==> config.mk <==
export PLATFORM = sky130hd
export DESIGN_NAME = pixel_eval_arbiter
export DESIGN_NICKNAME = d
export VERILOG_FILES = /design/src/rtl/pixel_eval_arbiter.sv
export SDC_FILE = /design/constraint.sdc
export NUM_CORES = 1
export LEC_CHECK = 0
export BUFFER_PORTS_ARGS = -buffer_cell sky130_fd_sc_hd__clkbuf_2
export CORE_AREA = 2 2 161 163
export CTS_CLUSTER_DIAMETER = 150
export DETAILED_ROUTE_END_ITERATION = 8
export DIE_AREA = 0 0 163 165
export SETUP_SLACK_MARGIN = 0.05
export SLEW_MARGIN = 30
export SYNTH_ARGS = -nofsm -noshare
export SYNTH_HDL_FRONTEND = slang
export SYNTH_SLANG_ARGS = --single-unit
==> constraint.sdc <==
create_clock -name clk -period 3.86 [get_ports clk]
set_input_delay 0.386 -clock clk [delete_from_list [all_inputs] [get_ports clk]]
set_output_delay 0.386 -clock clk [all_outputs]
set_load 0.01 [all_outputs]
==> src/rtl/pixel_eval_arbiter.sv <==
// pixel_eval_arbiter: round-robin share of one registered pixel_eval input slot among NUM_REQ units.
// Define PIXEL_ARB_BURST_LOCK_EN to hold a grant until req_last so a triangle's beats stay contiguous.
package pixel_arb_pkg;
    typedef struct packed {
        logic [15:0] x;
        logic [15:0] y;
        logic [15:0] z;
        logic [31:0] rgba;
    } pixel_state_t;
endpackage

module pixel_eval_arbiter
    import pixel_arb_pkg::*;
#(
    parameter int NUM_REQ = 4,
    parameter int ID_W = $clog2(NUM_REQ)
) (
    input  logic               clk,
    input  logic               rst,
    input  pixel_state_t       req_pixel [NUM_REQ],
    input  logic [NUM_REQ-1:0] req_valid,
    input  logic [NUM_REQ-1:0] req_last,
    output logic [NUM_REQ-1:0] req_ready,
    output pixel_state_t       out_pixel,
    output logic [ID_W-1:0]    out_src,
    output logic               out_valid,
    input  logic               out_ready,
    output logic               busy
);
    logic [ID_W-1:0] rr_ptr, rr_sel, idx, grant, sel, rr_nxt;
    logic rr_hit, locked, sel_valid, slot_free, accept, ends_grant;
    always_comb begin
        rr_sel = '0;
        rr_hit = 1'b0;
        idx = '0;
        for (int k = NUM_REQ - 1; k >= 0; k--) begin
            idx = ID_W'((int'(rr_ptr) + k) % NUM_REQ);
            if (req_valid[idx]) begin
                rr_sel = idx;
                rr_hit = 1'b1;
            end
        end
    end
    assign sel       = locked ? grant : rr_sel;
    assign sel_valid = locked ? req_valid[grant] : rr_hit;
    assign slot_free = !out_valid || out_ready;
    assign accept    = slot_free && sel_valid;
    assign req_ready = (rst || !accept) ? '0 : NUM_REQ'(1) << sel;
    assign rr_nxt    = (sel == ID_W'(NUM_REQ - 1)) ? '0 : sel + 1'b1;
    assign busy      = out_valid || locked || (|req_valid);
`ifdef PIXEL_ARB_BURST_LOCK_EN
    typedef enum logic {IDLE, LOCKED} state_t;
    state_t state, state_nxt;
    logic [ID_W-1:0] grant_nxt;
    always_ff @(posedge clk or posedge rst) begin
        if (rst) begin
            state <= IDLE;
            grant <= '0;
        end else begin
            state <= state_nxt;
            grant <= grant_nxt;
        end
    end
    always_comb begin
        state_nxt = state;
        grant_nxt = grant;
        if (accept) begin
            state_nxt = req_last[sel] ? IDLE : LOCKED;
            grant_nxt = sel;
        end
    end
    assign locked     = state == LOCKED;
    assign ends_grant = req_last[sel];
`else
    logic unused_last;
    assign unused_last = ^req_last;
    assign locked      = 1'b0;
    assign grant       = '0;
    assign ends_grant  = 1'b1;
`endif
    // A new accept overwrites the slot even when the old beat leaves this same cycle.
    always_ff @(posedge clk or posedge rst) begin
        if (rst) begin
            out_valid <= 1'b0;
            out_pixel <= '0;
            out_src   <= '0;
            rr_ptr    <= '0;
        end else if (accept) begin
            out_valid <= 1'b1;
            out_pixel <= req_pixel[sel];
            out_src   <= sel;
            if (ends_grant)
                rr_ptr <= rr_nxt;
        end else if (out_ready) begin
            out_valid <= 1'b0;
        end
    end
endmodule
Word-level counts from Yosys, hierarchy flattened
Index checks and enable logic that the tools add are counted.

cells by class
  add/sub/neg operators = 4
  magnitude comparators = 5
  equality and inequality tests = 1
  shift operators = 1
  mux-type cells = 23
  bitwise operators = 1
  reduce and logical (&&, ||, !) cells = 8

operator list
  cell                                                number
  binary-select mux 80 bit (select 2 bit)             1
  2-to-1 mux 80 bit                                   2
  < comparator 2 x 3 -> 1 bit, second input constant  4
  2-to-1 mux 1 bit                                    10
  2-to-1 mux 2 bit                                    5
  binary-select mux 1 bit (select 2 bit)              4
  adder 2 x 1 -> 2 bit, second input constant         2
  adder 2 bit, second input constant                  2
  2-to-1 mux 4 bit                                    1
  OR reduction 4 bit                                  1
  left shift 1 x 2 -> 4 bit, first input constant     1
  >= comparator 3 bit, second input constant          1
  logical OR 1 bit                                    3
  inverter 2 -> 3 bit                                 1
  equality test 2 bit, second input constant          1
  logical NOT 1 bit                                   2
  nonzero test 2 bit                                  1
  logical AND 1 bit                                   1

word-level totals
  register bits = 85
  input bits = 331
  output and inout bits = 88
  word-level logic and storage cells = 50

Logic depth before layout (Yosys ltp)
  word-level depth = 11
  depth in mapped cells = 7

Least setup slack after synthesis
Ideal clock, no wire load.

  kind = register to output
  from = register rr_ptr[1]
  to = output req_ready[1]
  arrival = 1,571 ps
  required time = 3,474 ps
  path slack = 1,903 ps
  cell stages (with the launch flop) = 7
  path buffers = 1
  path through = dfrtp_1 > a21oi_1 > o21a_1 > o22ai_2 > nand2_1 > clkbuf_1 > nor3b_1

on the way
  word-level cells in the longest chain between the ends = 11
  elaborated cells between the ends (all ways) = 24
  classes of those cells = add/sub: 3; shift: 1; mux: 17; reduce/logical: 3

ends and longest elaborated chain
  what                                    RTL line  RTL
  from (decl)                             30        logic [ID_W-1:0] rr_ptr, rr_sel, idx, grant, sel, rr_nxt;
  from (signal assigned)                  93        rr_ptr <= rr_nxt;
  adder 2 bit                             37        idx = ID_W'((int'(rr_ptr) + k) % NUM_REQ);
  binary-select mux 1 bit (select 2 bit)  38        if (req_valid[idx]) begin
  2-to-1 mux 1 bit (implied by the code)  38
  2-to-1 mux 1 bit (4 in series)          38
  logical AND 1 bit                       47        assign accept = slot_free && sel_valid;
  logical NOT 1 bit                       48        assign req_ready = (rst || !accept) ? '0 : NUM_REQ'(1) << sel;
  logical OR 1 bit                        48
  2-to-1 mux 4 bit (*)                    48
  to (decl)                               23        output logic [NUM_REQ-1:0] req_ready,

Every way passes the cells marked *; elsewhere a longest branch is shown, timed or not. The select of a mux whose other input is x is not followed.

Worst setup path after layout
  from = register rr_ptr[1]
  to = output req_ready[2]

Same word-level chain as after synthesis.

==> parameters.txt <==
Parameter                              Value

Run status
  Status    finished, final reports clean

STA
  Total Neg Setup Slack    0 ns
  Hold Fails Final Rpt    0
  Max Clock Skew    approximately 0.012 ns
  Clock period minus worst slack    2.59 ns
  Period utilization    0.671
  Worst-case headroom to the max-slew limit    0.358
  Setup violation total in the final timing report    0
  Fin. max-slew vios    0
  Unrepaired setup endpoints after global routing    no
  Worst-Margin Slew    0.962 ns
  Upper clock frequency limit    386 MHz

Worst setup path
  Startpoint kind of the worst setup timing path    flip-flop
  Critical path data required time    3.47 ns
  Data arrival at the endpoint of the critical path    2.20 ns
  Nature of the critical path endpoint    primary output
  Start-to-end type of the worst setup path    flip-flop to primary output
  Highest fanout seen on the critical path    78
  Worst r2r path cells    6

Logic synthesis
  Count of different cell masters after synthesis    22
  List of most frequent post-synthesis cells    sky130_fd_sc_hd__mux2i_1 (161), sky130_fd_sc_hd__nand2_1 (90), sky130_fd_sc_hd__dfrtp_1 (85)
  Async set or reset register ratio after synthesis    1.00
  Number of synthesized flops with an enable pin    0
  Leading area contributor after synthesis    sky130_fd_sc_hd__dfrtp_1
  Post-synthesis area per instance    ~11 µm²
  Area share of the largest cell type after synthesis    0.406
  Top-count cell post-synth    sky130_fd_sc_hd__mux2i_1
  Most used flip-flop cell after synthesis    sky130_fd_sc_hd__dfrtp_1
  Post-synthesis register bit count    85
  Dominant cells by area after synthesis    sky130_fd_sc_hd__dfrtp_1 (41%), sky130_fd_sc_hd__mux2i_1 (31%), sky130_fd_sc_hd__o221ai_1 (13%)
  Net Count, Synth    815
  Part of the Yosys area used for sequential elements    0.406
  Count of synthesis-stage warnings from yosys    0
  Number of cells produced by synthesis    484
  Mapped Area    0.00524 mm²

Floorplan
  Floorplan die area    0.0269 mm²
  Initial standard-cell utilization of the core    0.209
  DIE HEIGHT    between 150 and 200 µm
  Row cnt    58
  Width of the die    between 150 and 200 µm
  Area of the core region    0.0250 mm²
  Top-level port count    419

Power and ir drop
  Total leakage power    4.31 nW
  Clk network pwr share    0.237
  IR drop worst, VDD    0.000201 V
  Sequential Power Share    0.328
  PD cells    534 mW/mm²
  Power Internal    2.67 mW
  Proportion of power drawn by combinational gates    0.435
  Switching share of power    0.364
  Switching power total    1.53 mW

Clocking
  CTS tree    built
  Root buffer cell    sky130_fd_sc_hd__clkbuf_16
  Number of buffers added by the clock tree synthesis step    9
  Clock slew at the register clock pins of the worst setup and hold paths    0.07 ns
  CTS sink count    85
  Maximum number of buffers from clock root to sink    2
  Post-cts resize count    0
  CTS hold repair buffers    1
  Clock latency on the worst-skew pair    0.34 ns
  Number of buffers inserted to repair setup after CTS    0
  Total number of H-tree levels    3

Global routing
  Vias in the first global route    5222
  Maximum number of pins on one net before global-route repair    86
  Grt ovf    0
  Initial antenna violation count    0
  GRT Resource Usage Total    0.129
  Global-route wire length before repair    roughly 27000 µm

Worst hold path
  Cells on Worst Hold Path    4
  Path class of the lowest-slack min-delay path    input pin to flip-flop

Route
  Wire per inst    15.3 µm
  Residual antenna-violating net count after detailed routing    0
  Number of remaining DRC errors    0
  Vias post-DR    5397
  Total length of routed wires    18500 µm
  Per-cell via count in the routed design    4.46
  Router iterations before antenna repair    4
  Number of design-rule violations left by the first detailed-router iteration    236

Placed design
  Area of placed instances    0.00753 mm²
  IO buf count    ~410
  Post-detailed-placement half-perimeter wirelength    roughly 15000 µm
  RD Place Congestion    0.763

Final layout
  Area Growth Syn to Fin    50.2%
  Share of layout cells above drive strength 1    0.505
  Post-layout nets    1207
  Inserted Diodes    0
  Count of fill cells added during filler insertion    between 2000 and 3000
  Final Instance Area    approximately 0.0079 mm²

Flow run
  Max_cap viols    0
==> final timing paths <==
kind | from | to | slack [ns]
max in group asynchronous | rst | out_pixel[22] | 2.53
min in group asynchronous | rst | out_pixel[51] | 0.55
hold / removal | out_ready | out_valid | 0.31
setup reg to reg | rr_ptr[1] | out_pixel[12] | 1.42
hold reg to reg | out_src[0] | out_src[0] | 0.48
setup / recovery | rr_ptr[1] | req_ready[2] | 1.27
==> layout make-up <==
type	count	area [µm²]	share of cell area
Multi-Input combinational cell	352	2800	0.356
Clock inverter	4	97.6	0.0124
Inverter	3	12.5	0.00159
Sequential cell	85	2130	0.270
Timing Repair Buffer	425	2180	0.277
Clock buffer	11	233	0.0296
Tap cell	330	413	0.0525
==> critical path, cell delays in order, from the launching register on <==
cell and delay (ns):
sky130_fd_sc_hd__dfrtp_1 0.45, sky130_fd_sc_hd__mux2i_1 0.21, sky130_fd_sc_hd__nor2_1 0.08, sky130_fd_sc_hd__nor3_4 0.41, sky130_fd_sc_hd__buf_12 0.41, sky130_fd_sc_hd__nor3_1 0.11
sky130_fd_sc_hd__clkbuf_2 0.15
==> per-stage QoR <==
step	util	hold WS (ns)	cells	power (mW)	setup WS, ns
2_1_floorplan	-	0.501	484	2.58	1.28
3_3_place_gp	0.301	0.361	1194	3.23	1.44
3_5_place_dp	0.301	0.362	1194	3.25	1.39
4_1_cts	0.314	0.284	1210	4.28	1.16
5_1_grt	0.314	0.300	1210	4.47	1.04
6_report	0.314	0.309	1210	4.20	1.27
==> power groups by stage <==
| stage | Sequential [mW] | Combinational [mW] | Clock (mW) |
|---|---|---|---|
| after global placement | 1.39 | 1.84 | 0 |
| after global routing | 1.41 | 1.99 | 1.07 |
| after floorplan | 1.51 | 1.07 | 0 |
| final | 1.38 | 1.83 | 0.996 |
| after CTS | 1.38 | 1.86 | 1.04 |
| after detailed placement | 1.39 | 1.86 | 0 |
==> registers in the layout (all words and copies together) (netlist names) <==
signal / flops
out_valid: 1
out_src: 2
out_pixel: 80
rr_ptr: 2
==> routing by layer <==
metal / vias up / global-route usage / wire [µm]
met1: 2532 / 0.155 / 7720
li1: 2627 / - / -
met4: 0 / 0.0459 / 381
met2: 218 / 0.230 / 9420
met3: 20 / 0.0249 / 1020
met5: - / 0 / 0
==> layout by cell type (no fill, tap or decap), types with 2 or more instances in the layout <==
cell type                   netlist  routed
sky130_fd_sc_hd__nor3_1           2       2
sky130_fd_sc_hd__buf_12           0       2
sky130_fd_sc_hd__clkbuf_1        16       2
sky130_fd_sc_hd__nor2_1           2       2
sky130_fd_sc_hd__mux2i_1        161     161
sky130_fd_sc_hd__buf_4            0       8
sky130_fd_sc_hd__clkbuf_16        0       9
sky130_fd_sc_hd__nand2_1         90      89
sky130_fd_sc_hd__inv_1            3       2
sky130_fd_sc_hd__bufinv_16        0       3
sky130_fd_sc_hd__o221ai_1        80      80
sky130_fd_sc_hd__clkbuf_2         0     414
sky130_fd_sc_hd__nand2b_1         2       2
sky130_fd_sc_hd__dfrtp_1         85      85
sky130_fd_sc_hd__a21oi_1          4       4
sky130_fd_sc_hd__nor3b_1          2       2
==> logic make-up after synthesis <==
logic type             synth area share
AND/OR/NAND/NOR                  0.0798
XOR/XNOR                        0.00167
AO/OA/AOI/OAI                     0.145
multiplexers                      0.308
buffers and inverters            0.0595
flip-flops                        0.406
Note: power is estimated with default switching activity, not from simulation.
